### src/rtl/mem_arbiter_pkg.sv
// Shared definitions for the memory arbiter slice.
//   - default address/data widths of the 64Kx16 memory
//   - requester port IDs (instruction fetch = 0, load/store = 1)
//   - arbiter FSM state type
package cpu_defs;

  localparam int unsigned ADDR_W_DEF = 16;
  localparam int unsigned DATA_W_DEF = 16;

  localparam logic PORT_IF = 1'b0;
  localparam logic PORT_LS = 1'b1;

  typedef enum logic [1:0] {
    ST_IDLE = 2'd0,
    ST_OWN0 = 2'd1,
    ST_OWN1 = 2'd2
  } arb_state_e;

endpackage

### src/rtl/mem_arbiter_if.sv
// Bus bundle between the two requesters, the arbiter and the memory.
//   requester side : req/we/addr/wdata in, gnt/rvalid out, rdata shared
//   memory side    : mem_we/mem_re/mem_addr/mem_wdata out, mem_rdata in
// Modports:
//   slave  - arbiter view
//   master - environment view (requesters + memory)
interface mem_arbiter_if
  import cpu_defs::*;
#(
  parameter int unsigned ADDR_W = ADDR_W_DEF,
  parameter int unsigned DATA_W = DATA_W_DEF
);

  logic              req0,   req1;
  logic              we0,    we1;
  logic [ADDR_W-1:0] addr0,  addr1;
  logic [DATA_W-1:0] wdata0, wdata1;
  logic              gnt0,   gnt1;
  logic              rvalid0, rvalid1;
  logic [DATA_W-1:0] rdata;

  logic              mem_we;
  logic              mem_re;
  logic [ADDR_W-1:0] mem_addr;
  logic [DATA_W-1:0] mem_wdata;
  logic [DATA_W-1:0] mem_rdata;

  modport slave (
    input  req0, req1, we0, we1, addr0, addr1, wdata0, wdata1, mem_rdata,
    output gnt0, gnt1, rvalid0, rvalid1, rdata,
           mem_we, mem_re, mem_addr, mem_wdata
  );

  modport master (
    output req0, req1, we0, we1, addr0, addr1, wdata0, wdata1, mem_rdata,
    input  gnt0, gnt1, rvalid0, rvalid1, rdata,
           mem_we, mem_re, mem_addr, mem_wdata
  );

endinterface

### src/rtl/mem_arbiter_burst_ctr.sv
// Saturating consecutive-grant counter.
//   clk, rst_n : clock, async active-low reset (count -> 0)
//   i_clr      : count -> 0
//   i_load1    : count -> 1 (new owner)
//   i_inc      : count + 1, holds at MAX_BURST
//   o_sat      : count == MAX_BURST
module arb_burst_ctr #(
  parameter int unsigned MAX_BURST = 4
) (
  input  logic clk,
  input  logic rst_n,
  input  logic i_clr,
  input  logic i_load1,
  input  logic i_inc,
  output logic o_sat
);

  localparam int unsigned CNT_W = $clog2(MAX_BURST + 1);

  logic [CNT_W-1:0] r_cnt;
  logic             w_sat;

  assign w_sat = (r_cnt == CNT_W'(MAX_BURST));
  assign o_sat = w_sat;

  always_ff @(posedge clk or negedge rst_n) begin
    if (!rst_n)                r_cnt <= '0;
    else if (i_clr)            r_cnt <= '0;
    else if (i_load1)          r_cnt <= CNT_W'(1);
    else if (i_inc && !w_sat)  r_cnt <= r_cnt + CNT_W'(1);
  end

endmodule

### src/rtl/mem_arbiter.sv
// Two-port arbiter in front of a single-port 64Kx16 memory.
//   clk, rst_n : clock, async active-low reset
//   bus        : requester handshakes, memory command/read-data (slave view)
// Port 0 = instruction fetch, port 1 = load/store. One command per cycle,
// at most MAX_BURST consecutive grants to one owner while the other waits.
// Grants are combinational; read responses (rvalidX) follow one cycle later.
module mem_arbiter
  import cpu_defs::*;
#(
  parameter int unsigned ADDR_W    = ADDR_W_DEF,
  parameter int unsigned DATA_W    = DATA_W_DEF,
  parameter int unsigned MAX_BURST = 4
) (
  input  logic          clk,
  input  logic          rst_n,
  mem_arbiter_if.slave  bus
);

  arb_state_e        r_state, w_state_nxt;
  logic              r_last_owner;
  logic              r_rvalid0, r_rvalid1;
  logic              w_gnt0, w_gnt1;
  logic              w_clr, w_load1, w_inc, w_sat;
  logic              w_mem_we, w_mem_re;
  logic [ADDR_W-1:0] w_mem_addr;
  logic [DATA_W-1:0] w_mem_wdata;

  arb_burst_ctr #(.MAX_BURST(MAX_BURST)) u_burst_ctr (
    .clk     (clk),
    .rst_n   (rst_n),
    .i_clr   (w_clr),
    .i_load1 (w_load1),
    .i_inc   (w_inc),
    .o_sat   (w_sat)
  );

  always_ff @(posedge clk or negedge rst_n) begin
    if (!rst_n) r_state <= ST_IDLE;
    else        r_state <= w_state_nxt;
  end

  // Grants are gated by rst_n so nothing reaches the memory while reset is
  // held, even though requesters may keep req asserted.
  always_comb begin
    w_state_nxt = r_state;
    w_gnt0      = 1'b0;
    w_gnt1      = 1'b0;
    w_clr       = 1'b0;
    w_load1     = 1'b0;
    w_inc       = 1'b0;
    if (rst_n) begin
      unique case (r_state)
        ST_IDLE: begin
          if (bus.req0 && (!bus.req1 || r_last_owner == PORT_LS)) begin
            w_gnt0      = 1'b1;
            w_load1     = 1'b1;
            w_state_nxt = ST_OWN0;
          end else if (bus.req1) begin
            w_gnt1      = 1'b1;
            w_load1     = 1'b1;
            w_state_nxt = ST_OWN1;
          end
        end
        ST_OWN0: begin
          if (bus.req0 && (!w_sat || !bus.req1)) begin
            w_gnt0 = 1'b1;
            w_inc  = 1'b1;
          end else if (bus.req1) begin
            w_gnt1      = 1'b1;
            w_load1     = 1'b1;
            w_state_nxt = ST_OWN1;
          end else begin
            w_clr       = 1'b1;
            w_state_nxt = ST_IDLE;
          end
        end
        ST_OWN1: begin
          if (bus.req1 && (!w_sat || !bus.req0)) begin
            w_gnt1 = 1'b1;
            w_inc  = 1'b1;
          end else if (bus.req0) begin
            w_gnt0      = 1'b1;
            w_load1     = 1'b1;
            w_state_nxt = ST_OWN0;
          end else begin
            w_clr       = 1'b1;
            w_state_nxt = ST_IDLE;
          end
        end
        default: begin
          w_clr       = 1'b1;
          w_state_nxt = ST_IDLE;
        end
      endcase
    end
  end

  always_comb begin
    w_mem_we    = 1'b0;
    w_mem_re    = 1'b0;
    w_mem_addr  = '0;
    w_mem_wdata = '0;
    if (w_gnt0) begin
      w_mem_we    = bus.we0;
      w_mem_re    = ~bus.we0;
      w_mem_addr  = bus.addr0;
      w_mem_wdata = bus.wdata0;
    end else if (w_gnt1) begin
      w_mem_we    = bus.we1;
      w_mem_re    = ~bus.we1;
      w_mem_addr  = bus.addr1;
      w_mem_wdata = bus.wdata1;
    end
  end

  always_ff @(posedge clk or negedge rst_n) begin
    if (!rst_n) begin
      r_last_owner <= PORT_LS;
      r_rvalid0    <= 1'b0;
      r_rvalid1    <= 1'b0;
    end else begin
      if (w_gnt0)      r_last_owner <= PORT_IF;
      else if (w_gnt1) r_last_owner <= PORT_LS;
      r_rvalid0 <= w_gnt0 & ~bus.we0;
      r_rvalid1 <= w_gnt1 & ~bus.we1;
    end
  end

  assign bus.gnt0      = w_gnt0;
  assign bus.gnt1      = w_gnt1;
  assign bus.rvalid0   = r_rvalid0;
  assign bus.rvalid1   = r_rvalid1;
  assign bus.rdata     = bus.mem_rdata;
  assign bus.mem_we    = w_mem_we;
  assign bus.mem_re    = w_mem_re;
  assign bus.mem_addr  = w_mem_addr;
  assign bus.mem_wdata = w_mem_wdata;

endmodule

### src/flat_wrapper.sv
// flat-port wrapper written by rule: the top's interface ports become plain ports
module mem_arbiter_flat import cpu_defs::*;
#(
  parameter int unsigned ADDR_W    = ADDR_W_DEF,
  parameter int unsigned DATA_W    = DATA_W_DEF,
  parameter int unsigned MAX_BURST = 4
)
  (clk, rst_n, bus_req0, bus_req1, bus_we0, bus_we1, bus_addr0, bus_addr1, bus_wdata0, bus_wdata1, bus_mem_rdata, bus_gnt0, bus_gnt1, bus_rvalid0, bus_rvalid1, bus_rdata, bus_mem_we, bus_mem_re, bus_mem_addr, bus_mem_wdata);
  mem_arbiter_if #(.ADDR_W(ADDR_W), .DATA_W(DATA_W)) bus_i ();
  input  logic clk;
  input  logic rst_n;
  input wire logic [$bits(bus_i.req0)-1:0] bus_req0;
  input wire logic [$bits(bus_i.req1)-1:0] bus_req1;
  input wire logic [$bits(bus_i.we0)-1:0] bus_we0;
  input wire logic [$bits(bus_i.we1)-1:0] bus_we1;
  input wire logic [$bits(bus_i.addr0)-1:0] bus_addr0;
  input wire logic [$bits(bus_i.addr1)-1:0] bus_addr1;
  input wire logic [$bits(bus_i.wdata0)-1:0] bus_wdata0;
  input wire logic [$bits(bus_i.wdata1)-1:0] bus_wdata1;
  input wire logic [$bits(bus_i.mem_rdata)-1:0] bus_mem_rdata;
  output wire logic [$bits(bus_i.gnt0)-1:0] bus_gnt0;
  output wire logic [$bits(bus_i.gnt1)-1:0] bus_gnt1;
  output wire logic [$bits(bus_i.rvalid0)-1:0] bus_rvalid0;
  output wire logic [$bits(bus_i.rvalid1)-1:0] bus_rvalid1;
  output wire logic [$bits(bus_i.rdata)-1:0] bus_rdata;
  output wire logic [$bits(bus_i.mem_we)-1:0] bus_mem_we;
  output wire logic [$bits(bus_i.mem_re)-1:0] bus_mem_re;
  output wire logic [$bits(bus_i.mem_addr)-1:0] bus_mem_addr;
  output wire logic [$bits(bus_i.mem_wdata)-1:0] bus_mem_wdata;
  assign bus_i.req0 = bus_req0;
  assign bus_i.req1 = bus_req1;
  assign bus_i.we0 = bus_we0;
  assign bus_i.we1 = bus_we1;
  assign bus_i.addr0 = bus_addr0;
  assign bus_i.addr1 = bus_addr1;
  assign bus_i.wdata0 = bus_wdata0;
  assign bus_i.wdata1 = bus_wdata1;
  assign bus_i.mem_rdata = bus_mem_rdata;
  assign bus_gnt0 = bus_i.gnt0;
  assign bus_gnt1 = bus_i.gnt1;
  assign bus_rvalid0 = bus_i.rvalid0;
  assign bus_rvalid1 = bus_i.rvalid1;
  assign bus_rdata = bus_i.rdata;
  assign bus_mem_we = bus_i.mem_we;
  assign bus_mem_re = bus_i.mem_re;
  assign bus_mem_addr = bus_i.mem_addr;
  assign bus_mem_wdata = bus_i.mem_wdata;
  mem_arbiter #(.ADDR_W(ADDR_W), .DATA_W(DATA_W), .MAX_BURST(MAX_BURST)) u_core (.clk(clk), .rst_n(rst_n), .bus(bus_i));
endmodule
### config.mk
export PLATFORM = sky130hd
export DESIGN_NAME = mem_arbiter_flat
export DESIGN_NICKNAME = d
export VERILOG_FILES = /design/src/rtl/mem_arbiter_pkg.sv /design/src/rtl/mem_arbiter_if.sv /design/src/rtl/mem_arbiter_burst_ctr.sv /design/src/rtl/mem_arbiter.sv /design/src/flat_wrapper.sv
export SDC_FILE = /design/constraint.sdc
export NUM_CORES = 1
export LEC_CHECK = 0
export CORE_ASPECT_RATIO = 1.5
export CORE_UTILIZATION = 36
export CTS_CLUSTER_SIZE = 8
export DETAILED_ROUTE_END_ITERATION = 6
export HOLD_SLACK_MARGIN = 0.05
export PLACE_DENSITY = 0.89
export SYNTH_ARGS = -nofsm -noshare
export SYNTH_HDL_FRONTEND = slang
export SYNTH_SLANG_ARGS = --single-unit
### constraint.sdc
create_clock -name clk -period 4 [get_ports clk]
set_clock_uncertainty 0.2 [all_clocks]
set_input_delay 0.6 -clock clk [delete_from_list [all_inputs] [get_ports clk]]
set_output_delay 0.6 -clock clk [all_outputs]
set_load 0.01 [all_outputs]
# ---- Yosys cells after proc, flatten, opt, wreduce, memory -nomap -nowiden
# Index checks and enable logic that the tools add are counted.
dict set report word_totals {
  ff_bits 8
  out_inout_bits 54
  inputBits 86
  latchBits 0
  mem_bits_ro 0
  memories 0
  mem_bits_rw 0
}
dict set report classes {
  div 0
  shift 0
  magnitude_cmp 0
  n_reduce_logical 14
  n_eq_ne 6
  muxes 43
  n_mul 0
  n_bitwise 4
  n_addsub 1
}
# operator n
set op_table {}
lappend op_table {{16-bit two-way mux} 4}
lappend op_table {{1-bit two-way mux} 25}
lappend op_table {{1-bit case mux with 3 select lines} 4}
lappend op_table {{2-bit two-way mux} 5}
lappend op_table {{3-bit two-way mux} 3}
lappend op_table {{2-bit case mux with 3 select lines} 1}
lappend op_table {{1-bit logical AND} 4}
lappend op_table {{2-bit inequality test, second input constant} 2}
lappend op_table {{4-bit AND reduction} 1}
lappend op_table {{3-bit by 1-bit adder with 3-bit output, second input constant} 1}
lappend op_table {{3-bit equality test, second input constant} 1}
lappend op_table {{1-bit logical NOT} 3}
lappend op_table {{1-bit logical OR} 3}
lappend op_table {{3-bit by 2-bit inequality test with 1-bit output, second input constant} 1}
lappend op_table {{3-bit nonzero test} 1}
lappend op_table {{1-bit AND} 2}
lappend op_table {{2-bit by 1-bit equality test with 1-bit output, second input constant} 1}
lappend op_table {{2-bit equality test, second input constant} 1}
lappend op_table {{2-bit logical NOT} 1}
lappend op_table {{1-bit inverter} 2}
lappend op_table {{1-bit case mux with 2 select lines} 1}
lappend op_table {{2-bit nonzero test} 1}

# ---- Depth between registers and ports, before layout
dict set report logic_depth {
  word_depth 11
  mapped_depth 9
  mapped_depth_nobuf 6
}

# ---- By module
# From an unflattened synthesis, not the netlist that was laid out.
dict set report hier_totals {
  cells_unflattened 137
  hier_area_um2 1229.9
}
# mod area_per_inst_um2 n_inst cells_per_inst
set modules_own_cells {}
lappend modules_own_cells {mem_arbiter 1044.8 1 119}
lappend modules_own_cells {arb_burst_ctr 185.2 1 18}

# ---- Least setup slack after synthesis
# OpenSTA, ideal clock, no wires.
dict set report synth_timing {
  path_kind {register -> output}
  start {register u_core.r_state[0]}
  end {output port bus_mem_addr[0]}
  path_stages_with_launch 10
  required_ns 3.200
  path_buffers 3
  arrival_time_ns 1.870
  setup_slack_ns 1.330
  path_cell_list {dfrtp_1 > inv_1 > ha_1 > buf_6 > and3_1 > a221o_1 > o21a_1 > buf_6 > buf_12 > mux2i_1}
}
dict set report synth_between {
  elab_chain_cells 5
}
# element line_no
set synth_lines {}
lappend synth_lines {{start, declared} mem_arbiter.sv:19} ;# arb_state_e r_state, w_state_nxt;
lappend synth_lines {{start signal, assigned} mem_arbiter.sv:39} ;# else r_state <= w_state_nxt;
lappend synth_lines {{2-bit equality test, or another cell as far along} mem_arbiter.sv:52} ;# unique case (r_state)
lappend synth_lines {{1-bit case mux with 3 select lines} mem_arbiter.sv:52}
lappend synth_lines {{1-bit two-way mux} mem_arbiter.sv:51} ;# if (rst_n) begin
lappend synth_lines {{16-bit two-way mux} mem_arbiter.sv:108} ;# end else if (w_gnt1) begin
lappend synth_lines {{16-bit two-way mux (*)} mem_arbiter.sv:103} ;# if (w_gnt0) begin
lappend synth_lines {{end, declared} flat_wrapper.sv:28} ;# output wire logic [$bits(bus_i.mem_addr)-1:0] bus_mem_addr;
# Mark *: on every way between the ends. The rest lies on a longest branch, timed or not.

# ---- Worst setup path in the final report
dict set report layout_timing {
  start {register u_core.r_state[0]}
  end {output port bus_mem_re}
}
dict set report layout_between {
  elab_chain_cells 5
}
# element line_no
set layout_lines {}
lappend layout_lines {{2-bit equality test, or another cell as far along} mem_arbiter.sv:52}
lappend layout_lines {{1-bit case mux with 3 select lines} mem_arbiter.sv:52}
lappend layout_lines {{1-bit two-way mux} mem_arbiter.sv:51}
lappend layout_lines {{1-bit two-way mux} mem_arbiter.sv:108}
lappend layout_lines {{1-bit two-way mux (*)} mem_arbiter.sv:103}
lappend layout_lines {{end, declared} flat_wrapper.sv:27} ;# output wire logic [$bits(bus_i.mem_re)-1:0] bus_mem_re;
# Marked as above.

==> flow_metrics.tcl <==
set metrics [dict create \
    post_cts_resized 0 \
    rsz0062_at_grt "no" \
    worst_pin_slew_ns 0.4241 \
    area_growth_syn_to_layout_pct 59.27 \
    hp-class "register to register" \
    fin_tns_setup_ns 0 \
    route.detailed.wl_per_inst_um 15.54 \
    worst_slack_ns 0.3398 \
    stdcell_count 342 \
    viasPerCell 5.494 \
    synth_edf_count 0 \
    diodes 0 \
    worstSetupPathType "register to primary output" \
    cts_root_buffer "clkbuf_8" \
    layout_common_cells "clkdlybuf4s50_1 (107), mux2i_1 (34), o2111ai_1 (33), nand2_1 (33), inv_1 (10)" \
    syn_nets 306 \
    post_cts_buffers 0 \
    fillers 401 \
    cts_tree "done" \
    core_area_mm2 0.004504 \
    track_usage_pct 20.26 \
    syn_avg_cell_area_um2 7.823 \
    cp-end-kind "primary output" \
    critPathArrivalTime_ns 2.86 \
    synth_top_flop_cell "dfrtp_1" \
    syn_inst 214 \
    overflow 0 \
    clock_sinks 8 \
    power_leakage_nw 1.046 \
    nets 387 \
    cts_htree_levels 1 \
    drv_slew 0 \
    status "finished with violations" \
    worstPathMaxFanout 22 \
    final_common_cell "clkdlybuf4s50_1" \
    place_inst 338 \
    drt_iter0_markers 121 \
    place_ws_ns 0.5275 \
    syn_area_mm2 0.001674 \
    layout-drive-gt1-share_pct 8.163 \
    hold_viol 0 \
    vias 1879 \
    die_w_um 57.68 \
    std_cell_rows 30 \
    dr.pass1.iters 7 \
    fin_crit_ns 3.660 \
    synth_seq_cells 8 \
    ant_nets 0 \
    cap_viol_max_count 0 \
    numCtsBuffers 3 \
    hpwlAfterDp_mm 4.085 \
    clkSlewWorstSetupHoldPaths_ns 0.04 \
    fmax_ghz 0.2732 \
    start_util_pct 37.17 \
    violations "design-rule violations" \
    synth.distinct_cells 40 \
    max_slew_margin_pct 71.54 \
    setup_violations 0 \
    p_per_area_mw_per_mm2 449.0 \
    synth_warnings 0 \
    grt_pass1_wl_mm 8.073 \
    ys_seq_area_share_pct 12.03 \
    cts.path.max_buffers 2 \
    required_ns 3.20 \
    grt_pass1_vias 1723 \
    io_buffers 107 \
    drc 11 \
    insertion_delay_ns 0.23 \
    die_area_mm2 0.004933 \
    drt_wl_total_mm 5.313 \
    ys_async_sr_fraction_pct 100.0 \
    hold_buffers 0 \
    period_share_pct 91.51 \
    io_pins 140 \
    grt_max_degree 44 \
    die_y_um 85.52 \
    globalplace.congestion 0.8316 \
    holdWs_ns 0.2968 \
    antenna_found_initial 0 \
    startpoint_type "register" \
    ir_drop_uv 339.5 \
]
==> stage by stage <==
step	power (mW)	util, %	cell area, um2
finish	1.197	59.19	2666
global route	1.288	59.19	2666
CTS	1.203	59.19	2666
detailed placement	1.094	58.19	2621
global placement	1.075	58.19	2621
floorplan	0.7905	-	1674
==> metal layers <==
| layer | share of wire (%) | up-vias | global-route usage, % | routed length (um) |
|---|---|---|---|---|
| met5 | 0 | - | 0 | 0 |
| met4 | 2.0 | 0 | 6.494 | 105 |
| met3 | 6.4 | 11 | 1.961 | 338 |
| met2 | 54 | 66 | 40.17 | 2873 |
| met1 | 38 | 865 | 21.65 | 1996 |
| li1 | - | 937 | - | - |
==> flip-flops by register name, indices dropped and copies added, names as in the netlist <==
register / cells
u_core.r_state: 2
u_core.r_last_owner: 1
u_core.bus.rvalid0: 1
u_core.bus.rvalid1: 1
u_core.u_burst_ctr.r_cnt: 3
==> power by group <==
part | total, mW | switching (mW) | internal [mW]
Sequential | 0.135 | 0.0228 | 0.112
Combinational | 0.961 | 0.495 | 0.466
Clock | 0.101 | 0.0324 | 0.0691
Total | 1.20 | 0.550 | 0.647
==> synth_stat cells (2+ instances only) <==
cell	number	area (um2)
a21boi_0	2	15.01
o21a_1	2	15.01
nand3_1	2	10.01
ha_1	6	75.07
clkbuf_1	16	60.06
buf_6	2	22.52
nand2b_1	2	12.51
nor3_1	2	10.01
o2111ai_1	33	289.0
nand2_1	33	123.9
mux2_2	2	22.52
buf_4	16	120.1
buf_12	3	60.06
o211ai_1	2	15.01
nor2_1	9	33.78
a21oi_1	7	35.03
inv_1	10	37.54
dfrtp_1	7	175.2
mux2i_1	34	340.3
buf_2	4	20.02
==> worst max-delay path: stages (launching register included) <==
cell	delay, ns
dfrtp_1	0.39
inv_1	0.08
ha_1	0.30
nor3_1	0.40
nor2_1	0.13
o21a_2	0.23
buf_4	0.24
o32ai_1	0.27
clkdlybuf4s50_1	0.58
==> logic make-up after synthesis <==
kind of cell             count (synthesis)  synth area share (%)
AO/OA/AOI/OAI                           56                 27.43
AND/OR/NAND/NOR                         55                 14.20
buffers and inverters                   51                 19.13
multiplexers                            36                 21.67
flip-flops                               8                 12.03
adder cells (fa/ha/maj)                  6                 4.484
XOR/XNOR                                 2                 1.047
==> layout make-up <==
type	instances	area (um2)	area share, %
Inverter	10	37.54	1.408
Timing Repair Buffer	117	1159	43.45
Sequential cell	8	201.4	7.555
Clock buffer	4	45.04	1.689
Multi-Input combinational cell	155	1164	43.64
Tap cell	48	60.06	2.252
==> worst paths after layout <==
check                                       to  slack, ns                start  cells past startpoint
min reg2reg                u_core.r_last_owner       0.30  u_core.r_last_owner                      2
min in group asynchronous   u_core.bus.rvalid0       0.50                rst_n                      2
min                        u_core.r_last_owner       0.30  u_core.r_last_owner                      2
max                                 bus_mem_re       0.34    u_core.r_state[0]                      8
max reg2reg                u_core.r_last_owner       1.82    u_core.r_state[0]                      6
max in group asynchronous  u_core.r_last_owner       2.90                rst_n                      2
(Power assumes the default switching activity.)
